--- config.mk ---
export PLATFORM = sky130hd
export DESIGN_NAME = instruction_sequencer
export DESIGN_NICKNAME = d
export VERILOG_FILES = /design/src/rtl/instruction_sequencer_pkg.sv /design/src/rtl/instruction_sequencer_program_memory.sv /design/src/rtl/instruction_sequencer.sv
export SDC_FILE = /design/constraint.sdc
export NUM_CORES = 1
export LEC_CHECK = 0
export BUFFER_PORTS_ARGS = -buffer_cell sky130_fd_sc_hd__buf_2
export CAP_MARGIN = 30
export CORE_ASPECT_RATIO = 0.6
export CORE_MARGIN = 2
export CORE_UTILIZATION = 40
export DETAILED_ROUTE_END_ITERATION = 7
export GPL_TIMING_DRIVEN = 1
export PLACE_DENSITY = 0.62
export SYNTH_ARGS = -nofsm -noshare
export SYNTH_HDL_FRONTEND = slang
export SYNTH_HIERARCHICAL = 1
export SYNTH_SLANG_ARGS = --single-unit
--- constraint.sdc ---
create_clock -name clk -period 8.3 [get_ports clk]
set_input_delay 0.83 -clock clk [delete_from_list [all_inputs] [get_ports clk]]
set_output_delay 0.83 -clock clk [all_outputs]
set_load 0.02 [all_outputs]
--- src/rtl/instruction_sequencer_pkg.sv ---
// Shared definitions for the instruction sequencer and the control circuit it feeds:
// instruction field widths, opcode constants and the NOP word.
package instruction_sequencer_pkg;

  localparam int INSTR_W = 11;
  localparam int OPC_W   = 3;
  localparam int OPR_W   = 8;

  localparam logic [OPC_W-1:0] OP_LOAD = 3'b000;
  localparam logic [OPC_W-1:0] OP_MOV  = 3'b001;
  localparam logic [OPC_W-1:0] OP_ADD  = 3'b010;
  localparam logic [OPC_W-1:0] OP_SUB  = 3'b011;
  localparam logic [OPC_W-1:0] OP_HALT = 3'b111;

  localparam logic [INSTR_W-1:0] NOP_WORD = {OP_HALT, {OPR_W{1'b0}}};

endpackage

--- src/rtl/instruction_sequencer_program_memory.sv ---
// Program store: DEPTH x INSTR_W register array, one synchronous write port and one
// combinational read port. Contents are deliberately not reset.
module program_memory #(
  parameter int INSTR_W = 11,
  parameter int DEPTH   = 16,
  parameter int ADDR_W  = 4
) (
  input  logic               clk,
  input  logic               we,
  input  logic [ADDR_W-1:0]  waddr,
  input  logic [INSTR_W-1:0] wdata,
  input  logic [ADDR_W-1:0]  raddr,
  output logic [INSTR_W-1:0] rdata
);

  logic [INSTR_W-1:0] mem [DEPTH];

  always_ff @(posedge clk) begin
    if (we) mem[waddr] <= wdata;
  end

  assign rdata = mem[raddr];

endmodule

--- src/rtl/instruction_sequencer.sv ---
// Issues program words one at a time to control_circuit, advancing on each Done pulse;
// stops on HALT, end of memory, abort or watchdog timeout.
module instruction_sequencer #(
  parameter int INSTR_W  = instruction_sequencer_pkg::INSTR_W,
  parameter int DEPTH    = 16,
  parameter int ADDR_W   = 4,
  parameter int WDOG_MAX = 8
) (
  input  logic               clk,
  input  logic               reset,
  input  logic               prog_we,
  input  logic [ADDR_W-1:0]  prog_addr,
  input  logic [INSTR_W-1:0] prog_data,
  input  logic               start,
  input  logic               abort,
  input  logic               Done,
  output logic [INSTR_W-1:0] INSTRUCTION,
  output logic [ADDR_W-1:0]  pc,
  output logic               busy,
  output logic               halted,
  output logic               error,
  output logic [7:0]         instr_count
);

  import instruction_sequencer_pkg::*;

  // Handshake: a word on INSTRUCTION is held until Done is sampled high at a rising
  // edge; the next word (or NOP) is presented at that same edge.

  localparam int WDOG_W = $clog2(WDOG_MAX + 1);
  localparam logic [INSTR_W-1:0] NOP = {OP_HALT, {(INSTR_W-OPC_W){1'b0}}};
  localparam logic [ADDR_W-1:0]  LAST_ADDR = ADDR_W'(DEPTH - 1);

  typedef enum logic [1:0] {S_IDLE, S_RUN, S_HALTED, S_FAULT} state_t;

  state_t             state, state_n;
  logic [INSTR_W-1:0] instr_n;
  logic [ADDR_W-1:0]  pc_n, pc_inc, rd_addr;
  logic [7:0]         count_n;
  logic [WDOG_W-1:0]  wdog, wdog_n;
  logic               abort_pending, abort_pending_n;
  logic               mem_we;
  logic [INSTR_W-1:0] rd_word;
  logic               rd_is_halt;

  // One read port serves both lookups: mem[0] when launching, mem[pc+1] while running.
  assign pc_inc     = pc + ADDR_W'(1);
  assign rd_addr    = (state == S_RUN) ? pc_inc : '0;
  assign rd_is_halt = (rd_word[INSTR_W-1 -: OPC_W] == OP_HALT);

  program_memory #(
    .INSTR_W(INSTR_W),
    .DEPTH  (DEPTH),
    .ADDR_W (ADDR_W)
  ) u_program_memory (
    .clk  (clk),
    .we   (mem_we),
    .waddr(prog_addr),
    .wdata(prog_data),
    .raddr(rd_addr),
    .rdata(rd_word)
  );

  always_comb begin
    state_n         = state;
    instr_n         = INSTRUCTION;
    pc_n            = pc;
    count_n         = instr_count;
    wdog_n          = wdog;
    abort_pending_n = abort_pending;
    mem_we          = 1'b0;
    case (state)
      S_RUN: begin
        if (Done) begin
          count_n = (instr_count == 8'hFF) ? instr_count : instr_count + 8'd1;
          wdog_n  = '0;
          if (abort_pending || abort) begin
            state_n         = S_IDLE;
            instr_n         = NOP;
            abort_pending_n = 1'b0;
          end else if (pc == LAST_ADDR) begin
            state_n = S_HALTED;
            instr_n = NOP;
          end else if (rd_is_halt) begin
            pc_n    = pc_inc;
            state_n = S_HALTED;
            instr_n = NOP;
          end else begin
            pc_n    = pc_inc;
            instr_n = rd_word;
          end
        end else if (wdog == WDOG_W'(WDOG_MAX - 1)) begin
          state_n         = S_FAULT;
          instr_n         = NOP;
          wdog_n          = '0;
          abort_pending_n = 1'b0;
        end else begin
          wdog_n = wdog + WDOG_W'(1);
          if (abort) abort_pending_n = 1'b1;
        end
      end
      default: begin
        // start wins over a simultaneous program write
        if (start) begin
          pc_n            = '0;
          count_n         = '0;
          wdog_n          = '0;
          abort_pending_n = 1'b0;
          if (rd_is_halt) begin
            state_n = S_HALTED;
            instr_n = NOP;
          end else begin
            state_n = S_RUN;
            instr_n = rd_word;
          end
        end else begin
          mem_we = prog_we;
        end
      end
    endcase
  end

  always_ff @(posedge clk or posedge reset) begin
    if (reset) begin
      state         <= S_IDLE;
      INSTRUCTION   <= NOP;
      pc            <= '0;
      instr_count   <= '0;
      wdog          <= '0;
      abort_pending <= 1'b0;
    end else begin
      state         <= state_n;
      INSTRUCTION   <= instr_n;
      pc            <= pc_n;
      instr_count   <= count_n;
      wdog          <= wdog_n;
      abort_pending <= abort_pending_n;
    end
  end

  assign busy   = (state == S_RUN);
  assign halted = (state == S_HALTED);
  assign error  = (state == S_FAULT);

endmodule

==> results.md, run 1 <==
- The core region is 20100 µm².
- The number of global-route vias before repair is 4283.
- The post-CTS setup buffer count is 0.
- The count of input and output buffers is 46.
- At the pin with the least slew margin, the transition time is 875 ps.
- The worst path uses 41.7% of the clock period.
- For this run, the detailed router's first-pass iteration total came to 4.
- For this run, the slowest stage of the critical path takes 520 ps.
- TritonCTS built the clock tree.
- The worst supply voltage drop on vdd is 0.000156 V.
- The library cell used most frequently in the layout, excluding fill and tap cells, is edfxtp_1.
- The data arrival at the endpoint of the critical path is 3870 ps.
- At the end of the flow, the number of nets in the layout was 533.
- In this run the power density over the cells is 301 nW/µm².
- In this run the count of I/O pins placed on the die edge is 47.
- After synthesis, the share of flip-flops with an asynchronous set or reset is 14.6%.
- The total clock sinks is 206.
- For this run, design rule violations remaining after detail routing come to 0.
- The worst path in the final design needs a cycle of 3460 ps, including I/O delays and setup.
- The utilization after layout is 47.5%.
- The tree is rooted in a clkbuf_16.
- The endpoint of the most critical register-to-register path is INSTRUCTION[0]$_DFFE_PP0P_.
- The final routed wirelength across all metal layers is 17900 µm.
- Clock latency on the worst-skew pair, taken at its later pin, is 480 ps.
- Setup violations remaining at the end of the flow were counted as 0.
- The count of pins over their slew limit came to 0.
- The area growth from synthesis to layout is 15.8%.
- The CTS H-tree depth is 1.
- The placed instance count is 760.
- On the final layout, the worst clock skew is 9.47 ps.
- The vertical die dimension is 115 µm.
- The leading register cell type out of synthesis is edfxtp_1.
- The post-cts resize count is 0.
- With fillers left out, the area of the finished cells amounts to 9550 µm².
- The worst setup path is of the reg2reg kind.
- The initial core utilization is 41.0%.
- In this run the critical register-to-register path is launched from state[1]$_DFFE_PP0P_.
- The number of cell rows is 40.
- Of the cells placed in the final design, the portion with a size suffix greater than 1 is 26.2%.
- For the worst flop-to-flop path, the logic depth is 11.
- The final total negative setup slack is 0 ps.
- The max-capacitance violation count is 0.
- On the critical path, the stage with the largest delay is an instance of buf_4.
- The share of synthesized area occupied by flip-flops and latches is 73.2%.
- STA classifies the critical path startpoint as a flop.
- The register bit total from synthesis is 206.
- The final count of hold timing violations came to 0.
- The worst slew margin relative to its limit is 41.7%.
- The maximum clock frequency is 289 MHz.
- Setup repair after global routing left no endpoint under its margin.
- The top cell types in the final layout, fill and taps aside, are edfxtp_1 (176), buf_2 (47), mux4_2 (28), dfrtp_1 (27), nand2_1 (24).
- The proportion of netlist area held by the largest area contributor is 64.1%.
- Summing all flip-flop and latch instances after layout gives 6040 µm².
- The mean routed wirelength per cell is 22.6 µm.
- In the synthesized netlist, the number of instances is 436.
- The post-synth net total is 460.
- The signal on the critical path passes through nand2b_1, inv_1, nand2_1, inv_1, buf_4, mux4_1, a22oi_1, nand2_1, and3_1, a21oi_2, a22o_1.
- For this block, the via count after detailed routing is 4372.
- From left edge to right edge, the die measures 189 µm.
- For this design, the CTS-stage hold fixing added 0 buffers.
- The flow ran to the end, and the final reports show no timing, DRC or antenna violations.
- The floorplan die area is 21800 µm².
- The setup check on the worst reg-to-reg path leaves a slack of 4840 ps.
- The power after layout is 2870 µW.
- The clock passes through at most 3 buffers.
- The leakage power summed over all cells is 0.00330 µW.
- The number of different library cells used by synthesis comes to 50.
- The worst setup path is captured at a flop.
- Counting flops with a built-in enable in the synthesized netlist gives 176.
- The class of the tightest hold or removal check is in2async.
- The multi-input combinational cells in the finished layout cover a total of 2080 µm².
- In the post-synthesis netlist, the biggest area contributors are edfxtp_1 (64%), dfrtp_1 (8.2%), mux4_2 (7.6%).
- The layout has 1696 filler cells.
- Dividing the detail-routed via count by the number of cells gives 5.51.
- The leftover overflow at the end of global routing is 0.
- Once layout is complete, the cells apart from fillers number 794.
- Detailed placement ended at an HPWL of 11900 µm.
- The required arrival time at the worst endpoint is 8710 ps.
- During synthesis, Yosys emitted a total of 6 warnings.
- The starting DRC count in detailed routing is 337.
- The post-synthesis cell type with the largest combined area is edfxtp_1.
- The routability-driven placement congestion ratio is 0.835.
- Entering global routing, the biggest net connects 45 pins.
- The count of nets left with antenna violations once routing finished came out at 0.
- The first global-routing pass estimated 26800 µm of wire.
- The placed cell area is 8930 µm².
- The initial antenna violation count is 3.
- The critical-path maximum fanout is 44.
- The number of clock buffers inserted by TritonCTS is 19.
- The total routing resource utilization after global routing is 16.7%.
- The clock input transition at the sequential cells of the worst setup and hold paths is 60 ps.
- The post-synth design cell area is 8250 µm².
- The average cell area after synthesis is 18.9 µm².
-- cell families (layout without fill, tap and decap cells) --
kind of cell	count (synthesis)	count (layout)	share of synthesized area, %
other	0	1	0
AND/OR/NAND/NOR	93	93	5.69
adder cells (fa/ha/maj)	3	3	0.455
XOR/XNOR	4	4	0.425
AO/OA/AOI/OAI	59	59	5.23
buffers and inverters	23	107	1.76
multiplexers	48	48	13.2
flip-flops	206	206	73.2
-- worst max-delay path: cells and delay by family (launching register included) --
kind            cells  cell delay, ps
mux                 1             410
simple gates        4             850
buf+inv             3             950
compound gates      3             710
flops               1             450
-- sequential cells by signal, summed over array words and instances (netlist names) --
register,cells
instr_count,8
wdog,4
pc,4
state,2
abort_pending,1
INSTRUCTION,11
u_program_memory/mem,176
-- synth_stat cells (2+ instances only) --
library cell / n
dfrtp_1: 27
ha_1: 3
nand4_1: 2
buf_8: 2
mux4_2: 28
nand2b_1: 5
o22a_1: 3
buf_6: 3
a31oi_1: 4
clkbuf_1: 4
nand3_1: 11
nor3_1: 6
nand2_1: 24
edfxtp_1: 176
dfstp_2: 3
buf_2: 4
o31ai_1: 2
a22o_1: 9
or3_1: 2
mux2i_1: 3
inv_1: 6
o21ai_0: 6
nand3b_1: 4
a22oi_1: 22
and2_1: 5
mux4_1: 16
nor2_1: 22
nor2b_1: 4
xor2_1: 3
buf_4: 2
a21oi_1: 6
-- stage by stage --
stage          hold WS, ps  worst slack [ps]
5_1_grt                334              4580
3_3_place_gp           488              4950
3_5_place_dp           492              4860
4_1_cts                295              4830
2_1_floorplan          463              5310
6_report               299              4840
-- per-layer routing --
layer  up-vias  share of wire, %  GRT usage, %
met3        23               8.1          4.03
li1       1935                 -             -
met4         4               1.3          2.74
met1      2258                49          26.5
met5         -              0.12             0
met2       152                41          23.7
-- final cells by class --
cell class / instances / share of cell area, %
repair buffers: 69 / 4.72
flip-flops and latches: 206 / 63.2
diodes: 1 / 0.0262
well taps: 273 / 3.58
multi-input cells: 207 / 21.8
clock inverters: 9 / 1.26
clock buffers: 23 / 5.14
inverters: 6 / 0.236
-- report_power, final --
group | switching [µW] | internal (µW)
clock network | 361 | 514
logic | 436 | 338
registers | 43.9 | 1180
total | 841 | 2030
-- worst max-delay path by stage --
stage / from / to / cells past startpoint / slack, ps
2_1_floorplan: state[1]$_DFFE_PP0P_ / u_program_memory/mem[0][0]$_DFFE_PP_ / 8 / 5310
3_3_place_gp: state[1]$_DFFE_PP0P_ / INSTRUCTION[0]$_DFFE_PP0P_ / 9 / 4950
3_5_place_dp: state[1]$_DFFE_PP0P_ / INSTRUCTION[0]$_DFFE_PP0P_ / 9 / 4860
4_1_cts: state[1]$_DFFE_PP0P_ / INSTRUCTION[0]$_DFFE_PP0P_ / 9 / 4830
5_1_grt: state[1]$_DFFE_PP0P_ / INSTRUCTION[7]$_DFFE_PP0P_ / 11 / 4580
6_report: state[1]$_DFFE_PP0P_ / INSTRUCTION[0]$_DFFE_PP0P_ / 11 / 4840
(Power assumes the default switching activity.)
==> inputs of run 2 (changes only) <==
--- a/config.mk
+++ b/config.mk
@@ -12,7 +12,7 @@
 export CORE_UTILIZATION = 40
 export DETAILED_ROUTE_END_ITERATION = 7
 export GPL_TIMING_DRIVEN = 1
-export PLACE_DENSITY = 0.62
+export PLACE_DENSITY = 0.64
 export SYNTH_ARGS = -nofsm -noshare
 export SYNTH_HDL_FRONTEND = slang
 export SYNTH_HIERARCHICAL = 1
==> constraint.sdc (replaced) <==
create_clock -name clk -period 2.95 [get_ports clk]
set_input_delay 0.295 -clock clk [delete_from_list [all_inputs] [get_ports clk]]
set_output_delay 0.295 -clock clk [all_outputs]
set_load 0.02 [all_outputs]
==> run 2 against run 1 <==
Hold slack got worse by 240 ps. Maximum frequency increased by 27%. Sequential share of layout area decreased by 1.6 points. Via count increased by 1.6%. Die area unchanged. First-iteration DRC count increased by 35%. Critical path depth decreased by 3. Setup slack got worse by 4600 ps. Largest cell class unchanged. Highest routed layer is now met4.
==> results.md, run 2 (same netlist as run 1, synthesis figures left out) <==
- Counting flops per register, the top entry is u_program_memory/mem.
- The total clock sinks is 206.
- Setup total negative slack on the finished layout was measured at 0 ps.
- The required arrival time at the worst endpoint is 3150 ps.
- The maximum clock frequency is 366 MHz.
- The number of cell rows is 40.
- The register with the most flip-flops in the layout has 176 of them.
- Setup violations remaining at the end of the flow were counted as 0.
- The final layout contains routed wiring with a total length of 18000 µm.
- The total overflow left after global routing is 0.
- In the final layout, the registers with the most flip-flops are u_program_memory/mem x176, INSTRUCTION x11, instr_count x8.
- TritonCTS built the clock tree.
- The initial utilization of the core area, before any placement, comes to 41.0%.
- For this run, design rule violations remaining after detail routing come to 0.
- Once detailed placement completed, the half-perimeter wirelength came to 12500 µm.
- The critical-path maximum fanout is 10.
- The floorplan die area is 21800 µm².
- The total routing resource utilization after global routing is 17.2%.
- The worst setup path is captured at a flop.
- The final count of hold timing violations came to 0.
- The data arrival at the endpoint of the critical path is 2930 ps.
- The post-layout net count is 557.
- For the pin with the worst max-slew slack, the measured transition is 569 ps.
- The library cells used most frequently in the layout, excluding fill and tap cells, are edfxtp_1 (176), buf_2 (46), buf_4 (41), mux4_2 (28), dfrtp_1 (27).
- The share of the clock period used by the worst path after layout is 92.5%.
- The core region is 20100 µm².
- The first global-routing pass estimated 27700 µm of wire.
- The max-capacitance violation count is 0.
- The clock root buffer is clkbuf_16.
- Setup repair after global routing left no endpoint under its margin.
- After detailed routing, the average wire length per cell comes to 21.9 µm.
- The largest single stage delay on the critical path is 530 ps.
- The length of the first detailed-routing pass in iterations is 4.
- The initial antenna violation count came to 0.
- Measured along the y axis, the die boundary spans 115 µm.
- The routed layout has 4444 vias.
- Entering global routing, the biggest net connects 26 pins.
- The library cell used most frequently in the layout, excluding fill and tap cells, is edfxtp_1.
- The x dimension of the die is 189 µm.
- The final antenna diode count is 0.
- In this design, the largest share of critical-path delay is due to simple AND/OR/NAND/NOR gates.
- The time the worst path needs with I/O delays and setup is 2730 ps.
- The CTS H-tree depth is 1.
- The power per cell area is 852 nW/µm².
- The number of buffers and inverters on the critical path is 3.
- The later pin in the worst-skew pair is clocked with a latency of 510 ps.
- The clock input transition at the sequential cells of the worst setup and hold paths is 60 ps.
- The leakage power summed over all cells is 0.00344 µW.
- For the final database, setup skew stands at 20.9 ps.
- In this run the tool buffered the top-level ports with 46 buffer cells.
- The post-CTS setup buffer count is 0.
- The fraction of final layout cells with drive strength greater than 1 is 30.3%.
- At the end of routability-driven placement, the weighted congestion stood at 0.856.
- The worst-path cell with the longest stage delay is or3b_2.
- The signal on the critical path passes through nand2b_2, inv_1, buf_4, nor2_1, and2_1, or3b_2, nor2_1, buf_4.
- Across the VDD grid, the largest voltage drop is 0.000474 V.
- At the end of the flow the core is filled with cells to 48.7%.
- The detail route stage leaves a number of antenna-violating nets equal to 0.
- The starting DRC count in detailed routing is 456.
- In this run the tightest slew margin relative to its limit is 62.0%.
- The deepest clock path buffer count is 3.
- The number of top-level pins is 47.
- The worst setup path is launched from a flop.
- The count of pins over their slew limit was 0.
- The number of clock buffers inserted by TritonCTS is 21.
- The number of global-route vias before repair came to 4460.
- The run finished with clean final reports.
- In this run the worst hold path is classified as in2reg.
- The critical path start-end classification is reg2reg.
- The via density per instance is 5.42.
- The signed area change from the synthesized netlist to the final layout is 18.7%.
-- run 2: cell count changes in the layout (fill, tap and decap cells not counted), sizes merged --
cell and delta:
buf +21, diode -1, bufinv -1, clkinvlp +1, dlygate4sd3 +1, clkbuf +5
-- run 2: power by group --
| group | switching, µW | leakage, µW | internal, µW |
|---|---|---|---|
| Combinational | 1250 | 0.00115 | 1080 |
| Sequential | 113 | 0.00197 | 3320 |
| Clock | 1050 | 0.000321 | 1520 |
-- run 2: worst paths after layout --
check	start	end	slack, ps	depth (start not counted)
worst max-delay path	state[0]$_DFFE_PP0P_	u_program_memory/mem[1][6]$_DFFE_PP_	220	8
worst min-delay path	abort	abort_pending$_DFFE_PP0P_	60	3
worst max register to register	state[0]$_DFFE_PP0P_	u_program_memory/mem[1][6]$_DFFE_PP_	220	8
worst min register to register	INSTRUCTION[4]$_DFFE_PP0P_	INSTRUCTION[4]$_DFFE_PP0P_	500	1
max in group asynchronous	reset	INSTRUCTION[8]$_DFFE_PP1P_	2180	4
min in group asynchronous	reset	INSTRUCTION[7]$_DFFE_PP0P_	280	3
-- run 2: routing by layer --
layer	vias up	part of all wire (%)	track usage, %
li1	1986	-	-
met3	22	7.8	4.06
met4	0	1.3	3.46
met1	2268	49	27.0
met2	168	42	24.3
met5	-	0	0
-- run 2: cell type report --
type,instances,area (µm²)
fillers,1695,10300
well taps,273,342
multi-input cells,207,2110
flip-flops and latches,206,6040
repair buffers,91,616
clock buffers,28,562
clock inverters,9,103
inverters,6,26.3
-- run 2: per-stage QoR --
step	hold slack, ps	setup WS, ps	std cells	area, µm²	power [µW]
after floorplan	384	140	436	8260	5130
after global placement	485	61.4	781	9070	5750
after detailed placement	244	55.7	782	9100	5800
after CTS	44.2	7.29	820	9770	8390
after global routing	91.9	8.43	820	9800	8720
final	56.9	220	820	9800	8340
-- run 2: worst reg2reg max path, stage by stage (launching register included) --
cell and delay, ps:
dfrtp_1 460, nand2b_2 220, inv_1 90, buf_4 180
nor2_1 140, and2_1 290, or3b_2 530, nor2_1 250
buf_4 260
-- run 2: repair_timing --
action / in CTS / in global routing
endpoints found under the setup margin: 0 / 25
hold endpoints to repair: 25 / 0
hold buffers: 1 / 0
gates resized for setup: 0 / 6
